==> src/rtl/lockstep_pkg.sv <==
// Shared types and constants for the lockstep sequencer.
package lockstep_pkg;

    localparam logic [31:0] LOCKSTEP_ADDRESS = 32'h10202400;
    localparam int unsigned MISMATCH_CNT_W   = 8;

    typedef enum logic [2:0] {
        ST_IDLE,
        ST_SYNC,
        ST_HALT,
        ST_SWITCH,
        ST_RESUME,
        ST_LOCKED
    } ls_state_e;

endpackage

==> src/rtl/lockstep_sync_timer.sv <==
// Barrier wait timer: cleared on entry to the wait, counts every waiting cycle,
// flags the last permitted cycle.
module lockstep_sync_timer #(
    parameter int unsigned SYNC_TIMEOUT = 1024
) (
    input  logic clk_i,
    input  logic rst_ni,
    input  logic clear,
    input  logic en,
    output logic expired
);

    localparam int unsigned CW = $clog2(SYNC_TIMEOUT);
    localparam logic [CW-1:0] LAST = CW'(SYNC_TIMEOUT - 1);

    logic [CW-1:0] cnt_q;

    always_ff @(posedge clk_i or negedge rst_ni) begin
        if (!rst_ni)     cnt_q <= '0;
        else if (clear)  cnt_q <= '0;
        else if (en)     cnt_q <= cnt_q + 1'b1;
    end

    assign expired = (cnt_q == LAST);

endmodule

==> src/rtl/lockstep_seq.sv <==
// Lockstep mode sequencer: barrier sync, halt, mode flip, resume; forced exit on
// comparator mismatch.
module lockstep_seq
    import lockstep_pkg::*;
#(
    parameter int unsigned NB_CORES     = 8,
    parameter int unsigned SYNC_TIMEOUT = 1024
) (
    input  logic                      clk_i,
    input  logic                      rst_ni,
    input  logic                      cfg_valid_i,
    input  logic                      cfg_enable_i,
    output logic                      cfg_ready_o,
    input  logic [NB_CORES-1:0]       barrier_matched_i,
    output logic [NB_CORES-1:0]       halt_req_o,
    input  logic [NB_CORES-1:0]       halt_ack_i,
    input  logic                      mismatch_i,
    input  logic                      err_clear_i,
    output logic                      lockstep_mode_o,
    output logic                      busy_o,
    output logic                      err_timeout_o,
    output logic                      err_mismatch_o,
    output logic [MISMATCH_CNT_W-1:0] mismatch_cnt_o
);

    ls_state_e                 state_q;
    logic                      target_q;
    logic                      mode_q;
    logic                      err_to_q;
    logic                      err_mm_q;
    logic [MISMATCH_CNT_W-1:0] mm_cnt_q;

    logic barrier_all, ack_all, ack_none;
    logic mm_event, enter_sync, sync_expired, sync_timeout;

    assign barrier_all = &barrier_matched_i;
    assign ack_all     = &halt_ack_i;
    assign ack_none    = ~|halt_ack_i;
    assign mm_event    = (state_q == ST_LOCKED) && mismatch_i;
    // Mismatch pre-empts an exit request, so it must not restart the timer path.
    assign enter_sync  = ((state_q == ST_IDLE) && cfg_valid_i && cfg_enable_i) ||
                         ((state_q == ST_LOCKED) && !mismatch_i && cfg_valid_i && !cfg_enable_i);
    assign sync_timeout = (state_q == ST_SYNC) && !barrier_all && sync_expired;

    lockstep_sync_timer #(.SYNC_TIMEOUT(SYNC_TIMEOUT)) u_sync_timer (
        .clk_i   (clk_i),
        .rst_ni  (rst_ni),
        .clear   (enter_sync),
        .en      (state_q == ST_SYNC),
        .expired (sync_expired)
    );

    always_ff @(posedge clk_i or negedge rst_ni) begin
        if (!rst_ni) begin
            state_q  <= ST_IDLE;
            target_q <= 1'b0;
            mode_q   <= 1'b0;
            err_to_q <= 1'b0;
        end else begin
            if (err_clear_i)       err_to_q <= 1'b0;
            else if (sync_timeout) err_to_q <= 1'b1;

            case (state_q)
                ST_IDLE: if (cfg_valid_i && cfg_enable_i) begin
                    target_q <= 1'b1;
                    state_q  <= ST_SYNC;
                end
                ST_LOCKED: if (mismatch_i) begin
                    target_q <= 1'b0;
                    state_q  <= ST_HALT;
                end else if (cfg_valid_i && !cfg_enable_i) begin
                    target_q <= 1'b0;
                    state_q  <= ST_SYNC;
                end
                ST_SYNC: if (barrier_all) state_q <= ST_HALT;
                         else if (sync_expired) state_q <= target_q ? ST_IDLE : ST_LOCKED;
                ST_HALT: if (ack_all) state_q <= ST_SWITCH;
                ST_SWITCH: begin
                    mode_q  <= target_q;
                    state_q <= ST_RESUME;
                end
                ST_RESUME: if (ack_none) state_q <= target_q ? ST_LOCKED : ST_IDLE;
                default: state_q <= ST_IDLE;
            endcase
        end
    end

    always_ff @(posedge clk_i or negedge rst_ni) begin
        if (!rst_ni) begin
            err_mm_q <= 1'b0;
            mm_cnt_q <= '0;
        end else if (err_clear_i) begin
            err_mm_q <= 1'b0;
            mm_cnt_q <= '0;
        end else if (mm_event) begin
            err_mm_q <= 1'b1;
            if (mm_cnt_q != '1) mm_cnt_q <= mm_cnt_q + 1'b1;
        end
    end

    // Cores stay halted through SWITCH so the mode flips while nothing executes.
    assign halt_req_o      = {NB_CORES{(state_q == ST_HALT) || (state_q == ST_SWITCH)}};
    assign cfg_ready_o     = (state_q == ST_IDLE) || (state_q == ST_LOCKED);
    assign busy_o          = !cfg_ready_o;
    assign lockstep_mode_o = mode_q;
    assign err_timeout_o   = err_to_q;
    assign err_mismatch_o  = err_mm_q;
    assign mismatch_cnt_o  = mm_cnt_q;

endmodule

==> config.mk <==
export PLATFORM = sky130hd
export DESIGN_NAME = lockstep_seq
export DESIGN_NICKNAME = d
export VERILOG_FILES = /design/src/rtl/lockstep_pkg.sv /design/src/rtl/lockstep_sync_timer.sv /design/src/rtl/lockstep_seq.sv
export SDC_FILE = /design/constraint.sdc
export NUM_CORES = 1
export LEC_CHECK = 0
export CORE_UTILIZATION = 43
export DETAILED_ROUTE_END_ITERATION = 16
export GPL_TIMING_DRIVEN = 0
export PLACE_DENSITY = 0.83
export SETUP_SLACK_MARGIN = 0.3
export SLEW_MARGIN = 40
export SYNTH_ARGS = -nofsm -noshare
export SYNTH_HDL_FRONTEND = slang
export SYNTH_HIERARCHICAL = 1
export SYNTH_SLANG_ARGS = --single-unit
==> constraint.sdc <==
create_clock -name clk_i -period 2.1 [get_ports clk_i]
set_input_delay 0.315 -clock clk_i [delete_from_list [all_inputs] [get_ports clk_i]]
set_output_delay 0.315 -clock clk_i [all_outputs]
set_load 0.005 [all_outputs]
# == After elaboration in Yosys (flattened, before gate mapping) ==
# Cells that the tools add are included.
# op_classes
n_addsub,2
eq_ne,12
mux,23
n_reduce_logical,29
# ops
op,count
$mux 3,9
$mux 8,3
$mux 10,2
$pmux 3 s6,1
$reduce_and 8->1,2
$add 10x1->10 const B,1
$eq 10x10->1 const B,1
$logic_and 1x1->1,10
$reduce_bool 2->1,5
$add 8x1->8 const B,1
$ne 8x8->1 const B,1
$reduce_or 8->1,1
$mux 1,7
$eq 3x2->1 const B,2
$eq 3x3->1 const B,2
$ne 2x2->1 const B,3
$reduce_and 5->1,1
$logic_not 1->1,4
$eq 3x1->1 const B,1
$logic_not 3->1,1
$logic_or 1x1->1,3
$ne 3x2->1 const B,1
$ne 3x3->1 const B,1
$reduce_and 3->1,1
2 further kinds,2
# totals
reg_bits,25
input_bits,22
wordCells,73

# == Longest topological paths before layout ==
# depth
ltp_word,6
depth_mapped,7

# == By module ==
# Netlist, hierarchy kept.
# modules_own_cells
mod,n_inst,cells_per_inst,area_each_um2
lockstep_seq,1,110,1057.3
lockstep_sync_timer,1,49,504.2

# == Least setup slack after synthesis ==
# No wires, ideal clock.
# synth_timing
kind,register to register
start,register state_q[2]
end,register u_sync_timer.cnt_q[9]
setup_time_ps,78
arrival_time_ps,1893
required_ps,2022
slack_ps,129
path_stages_with_launch,8
path_buffers,1
synth_period_minus_slack_ps,1971
cell_sequence,dfrtp_1 -> buf_6 -> nor3_1 -> mux2i_1 -> nor2b_1 -> o2111ai_4 -> or4_1 -> a21oi_1
# synth_via
elab_chain_cells,6
elab_cells_between_ends,11
cone_classes,eq/ne (2); mux (1); reduce/logical (8)
# synth_rtl
element,line,rtl
"start, declared",lockstep_seq.sv:26,ls_state_e state_q;
"start signal, assigned",lockstep_seq.sv:76,else if (sync_expired) state_q <= target_q ? ST_IDLE : ST_LOCKED;
"start signal, assigned",lockstep_seq.sv:82,ST_RESUME: if (ack_none) state_q <= target_q ? ST_LOCKED : ST_IDLE;
$eq 3x3->1,lockstep_seq.sv:42,((state_q == ST_LOCKED) && !mismatch_i && cfg_valid_i && !cfg_enable_i);
$logic_and 1x1->1 (3 in series),lockstep_seq.sv:42,
$logic_or 1x1->1 *,lockstep_seq.sv:41,assign enter_sync = ((state_q == ST_IDLE) && cfg_valid_i && cfg_enable_i) ||
via enter_sync,lockstep_seq.sv:34,"logic mm_event, enter_sync, sync_expired, sync_timeout;"
$mux 10 or $reduce_bool 2->1 (tied branches),--,
"end signal, assigned",lockstep_sync_timer.sv:21,else if (en) cnt_q <= cnt_q + 1'b1;
"end, declared",lockstep_sync_timer.sv:16,logic [CW-1:0] cnt_q;
# The timed path passes the listed nets; every way through them passes the cells marked *.
# A chain may end at the register's enable or synchronous reset.

# == Worst setup path after layout ==
# layout_timing
start,input mismatch_i
end,register u_sync_timer.cnt_q[9]
# layout_via
elab_chain_cells,6
elab_cells_between_ends,7
cone_classes,mux (1); reduce/logical (6)
# layout_rtl
element,line,rtl
"start, declared",lockstep_seq.sv:17,"input logic mismatch_i,"
$logic_not 1->1 *,lockstep_seq.sv:42,
$logic_and 1x1->1 * (3 in series),lockstep_seq.sv:42,
$logic_or 1x1->1 *,lockstep_seq.sv:41,
via enter_sync,lockstep_seq.sv:34,
$mux 10 or $reduce_bool 2->1 (tied branches),--,
# Marked as above.

==> results.cfg <==
[sta]
unrepaired_setup_endpoints_after_global_routing = true
setup-tns-final_ps = 0
relSlewSlack_pct = 63.0
clock-skew-final_ps = 15.8
setup-violations-final = 0
hold-worst-slack_ps = 498
max_freq_mhz = 482
slew_violations = 0
finalCriticalPeriod_ps = 2070
fin_crit_sh_pct = 98.8
finalHoldViolCount = 0
worstMarginPinSlew_ps = 555

[routing]
vias_per_cell = 5.56
dr_total_vias = 1556
detailroute.wirelength.met3_microns = 238
top_signal_layer_used = met4
finalWirelength_mm = 4.41
drt_iter0_markers = 70
detail-route-antenna-nets = 0
first_pass_iters = 4
wirelength_met1_mm = 1.75
met2_length_mm = 2.27
route.detailed.drc = 0
wl_per_cell_microns = 15.8

[place]
hpwlAfterDp_mm = 2.42
port-buffer-count = 42
placedInstanceArea_sq_um = 2050
place_congestion = 0.732

[synthesis]
post_synth_main_area_contributors = sky130_fd_sc_hd__dfrtp_1 40%, sky130_fd_sc_hd__a21oi_1 3.8%, sky130_fd_sc_hd__buf_4 3.8%, sky130_fd_sc_hd__nor2_1 3.6%, sky130_fd_sc_hd__xor2_1 2.8%
synth_top_flop_cell = sky130_fd_sc_hd__dfrtp_1
synthesis.area_sq_um = 1560
yosys.cell_count.top_type = sky130_fd_sc_hd__dfrtp_1
synth_warn = 6
synth_unique_cells = 46
syn-num-nets = 183
synth_largest_type_area_fraction_pct = 40.1
ys_ff_latch = 25
register_area_share_after_synthesis_pct = 40.1
synth_enable_flop_cells = 0
avgSynthCellArea_sq_um = 9.82
share_of_synthesized_flip_flops_with_an_asynchronous_set_or_reset_pct = 100
synth_top_cell_by_area = sky130_fd_sc_hd__dfrtp_1
post_synth_inst_count = 159
netlist_top_cells_count = 25 x sky130_fd_sc_hd__dfrtp_1, 15 x sky130_fd_sc_hd__nor2_1, 12 x sky130_fd_sc_hd__a21oi_1

[layout]
layout_area_overhead_pct = 55.6
fill_cells = 217
layout.area.seq_sq_um = 627
drive_gt1_share_pct = 33.3
finish.utilization_pct = 71.1
multiInputGateArea_sq_um = 921
final_cell_area_sq_um = 2430
final_nets = 259
antenna-diode-count = 0

[worst_setup_path]
regToRegSetupSlack_ps = 70
critical_path_buffer_and_inverter_count = 1
worstPathArrival_ps = 2320
max_stage_delay_ps = 530
timing.critical_path.max_delay_family = simple AND/OR/NAND/NOR gates
critPathCaptureType = flop
path_max_fanout = 6
critical_path_class = input port to flop
worst_setup_path_start_kind = input port
timing.critical_path.slowest_stage_cell = sky130_fd_sc_hd__clkdlybuf4s50_1
cp_data_required_time_ps = 2340
crit_chain = clkdlybuf4s50_1 -> and4bb_1 -> mux2i_1 -> nor2b_2 -> o2111ai_4 -> or4_1 -> a21oi_1

[job]
maxCapViolations = 0

[grt]
grt-ovfl-total = 0
gr-usage-all-layers_pct = 21.1
pin_count_of_the_biggest_net_entering_global_routing = 26
initial_antenna_violation_count = 0
first_pass_grt_wire_length_mm = 6.74
first_global_vias = 1485

[run_status]
status = finished, final reports clean

[pwr]
cellLeakagePower_nw = 1.03
post-layout-total-power_mw = 2.66
vdd_ir_drop_max_mv = 0.554
pwr_density_cell_nw_per_um2 = 1090

[clocking]
cts_root_buf = sky130_fd_sc_hd__clkbuf_4
cts-buffers-inserted = 3
clock_path_buffers = 2
tritoncts_num_sinks = 25
htree_levels = 1
clock_insertion_delay_worst_skew_ps = 320
worst_setup_hold_path_clk_slew_ps = 150
cts_tree = yes

[floorplanning]
fp.dieW_microns = 62.3
die_y_microns = 62.3
top_level_ports = 43
fp.coreArea_sq_um = 3420
die-area_sq_um = 3880
initial_utilization_pct = 45.7
placementRows = 21

[worst_hold_path]
hold_class = input port to asynchronous set/reset pin
## power by group
part	switching, mW	internal [mW]
combinational	0.711	1.01
sequential	0.126	0.589
clock	0.145	0.0726
total	0.981	1.68
## cell type report
type	instances	area share (%)
plain buffers	12	4.33
clock buffers	3	0.927
clock inverters	1	0.309
inverters	3	0.463
multi-input cells	119	37.9
flip-flops and latches	25	25.8
well taps	46	2.37
repair buffers	71	27.9
## path summary, 6_finish.rpt
check	from	endpoint	cells past startpoint
setup / recovery	mismatch_i	u_sync_timer/cnt_q[9]	7
hold / removal	rst_ni	mismatch_cnt_o[5]	2
setup reg to reg	state_q[2]	u_sync_timer/cnt_q[9]	8
hold reg to reg	err_timeout_o	err_timeout_o	2
max in group asynchronous	rst_ni	state_q[0]	2
min in group clk_i	err_timeout_o	err_timeout_o	2
## layout by cell type, fill, tap and decap left out, drive strengths merged, types with 2 or more instances in the layout
master,netlist,routed
nand3,6,6
clkbuf,2,4
dfrtp,25,25
nand2b,2,2
buf,11,46
nand4,7,7
a21oi,12,12
nor4,3,3
o21ai,7,7
mux2,4,4
nor2,15,15
inv,3,3
or3,5,5
nor3,4,4
nand2,10,10
ha,2,2
nor3b,2,2
or4,3,3
mux2i,4,4
xor2,5,5
nor2b,3,4
o31ai,4,4
or2,2,2
o211ai,2,2
clkdlybuf4s50,0,34
a211o,3,3
## per-layer routing
| metal | global-route usage [%] | vias to the layer above |
|---|---|---|
| li1 | - | 740 |
| met2 | 37.6 | 59 |
| met3 | 3.49 | 15 |
| met4 | 7.56 | 0 |
| met5 | 0 | - |
| met1 | 25.5 | 742 |
## metrics by stage
stage / instances / setup slack [ps]
6_report: 280 / 25.2
5_1_grt: 280 / -20.7
4_1_cts: 267 / 93.1
3_5_place_dp: 247 / -243
3_3_place_gp: 247 / -207
2_1_floorplan: 159 / 272
## cell families (layout without fill, tap and decap cells)
family | after synthesis | count (layout) | synth area share, %
buffers and inverters | 16 | 90 | 6.81
muxes | 8 | 8 | 5.69
and+or+nand+nor | 69 | 70 | 27.2
AOI/OAI and AO/OA | 33 | 33 | 15.2
DFF | 25 | 25 | 40.1
xor gates and xnor gates | 6 | 6 | 3.37
adders and majority gates | 2 | 2 | 1.60
## what timing repair did
action / in CTS / in global routing
hold buffers: 1 / 0
endpoints found under the hold margin: 25 / 0
setup endpoints to repair: 22 / 19
setup buffers: 15 / 13
pin swaps: 8 / 5
gates cloned: 1 / 0
resized for setup: 30 / 27
## worst register-to-register path, cell delays in order, from the launching register on
cell and delay (ps):
sky130_fd_sc_hd__dfrtp_1 410, sky130_fd_sc_hd__buf_6 140, sky130_fd_sc_hd__buf_6 120, sky130_fd_sc_hd__nor3_4 180, sky130_fd_sc_hd__mux2i_1 120, sky130_fd_sc_hd__nor2b_2 220, sky130_fd_sc_hd__o2111ai_4 170, sky130_fd_sc_hd__or4_1 490
sky130_fd_sc_hd__a21oi_1 130
## flip-flops by register name, summed over array words and instances, names as in the netlist
| name | count |
|---|---|
| mismatch_cnt_o | 8 |
| target_q | 1 |
| err_mismatch_o | 1 |
| err_timeout_o | 1 |
| lockstep_mode_o | 1 |
| u_sync_timer/cnt_q | 10 |
| state_q | 3 |
Note: power is estimated with default switching activity, not from simulation.
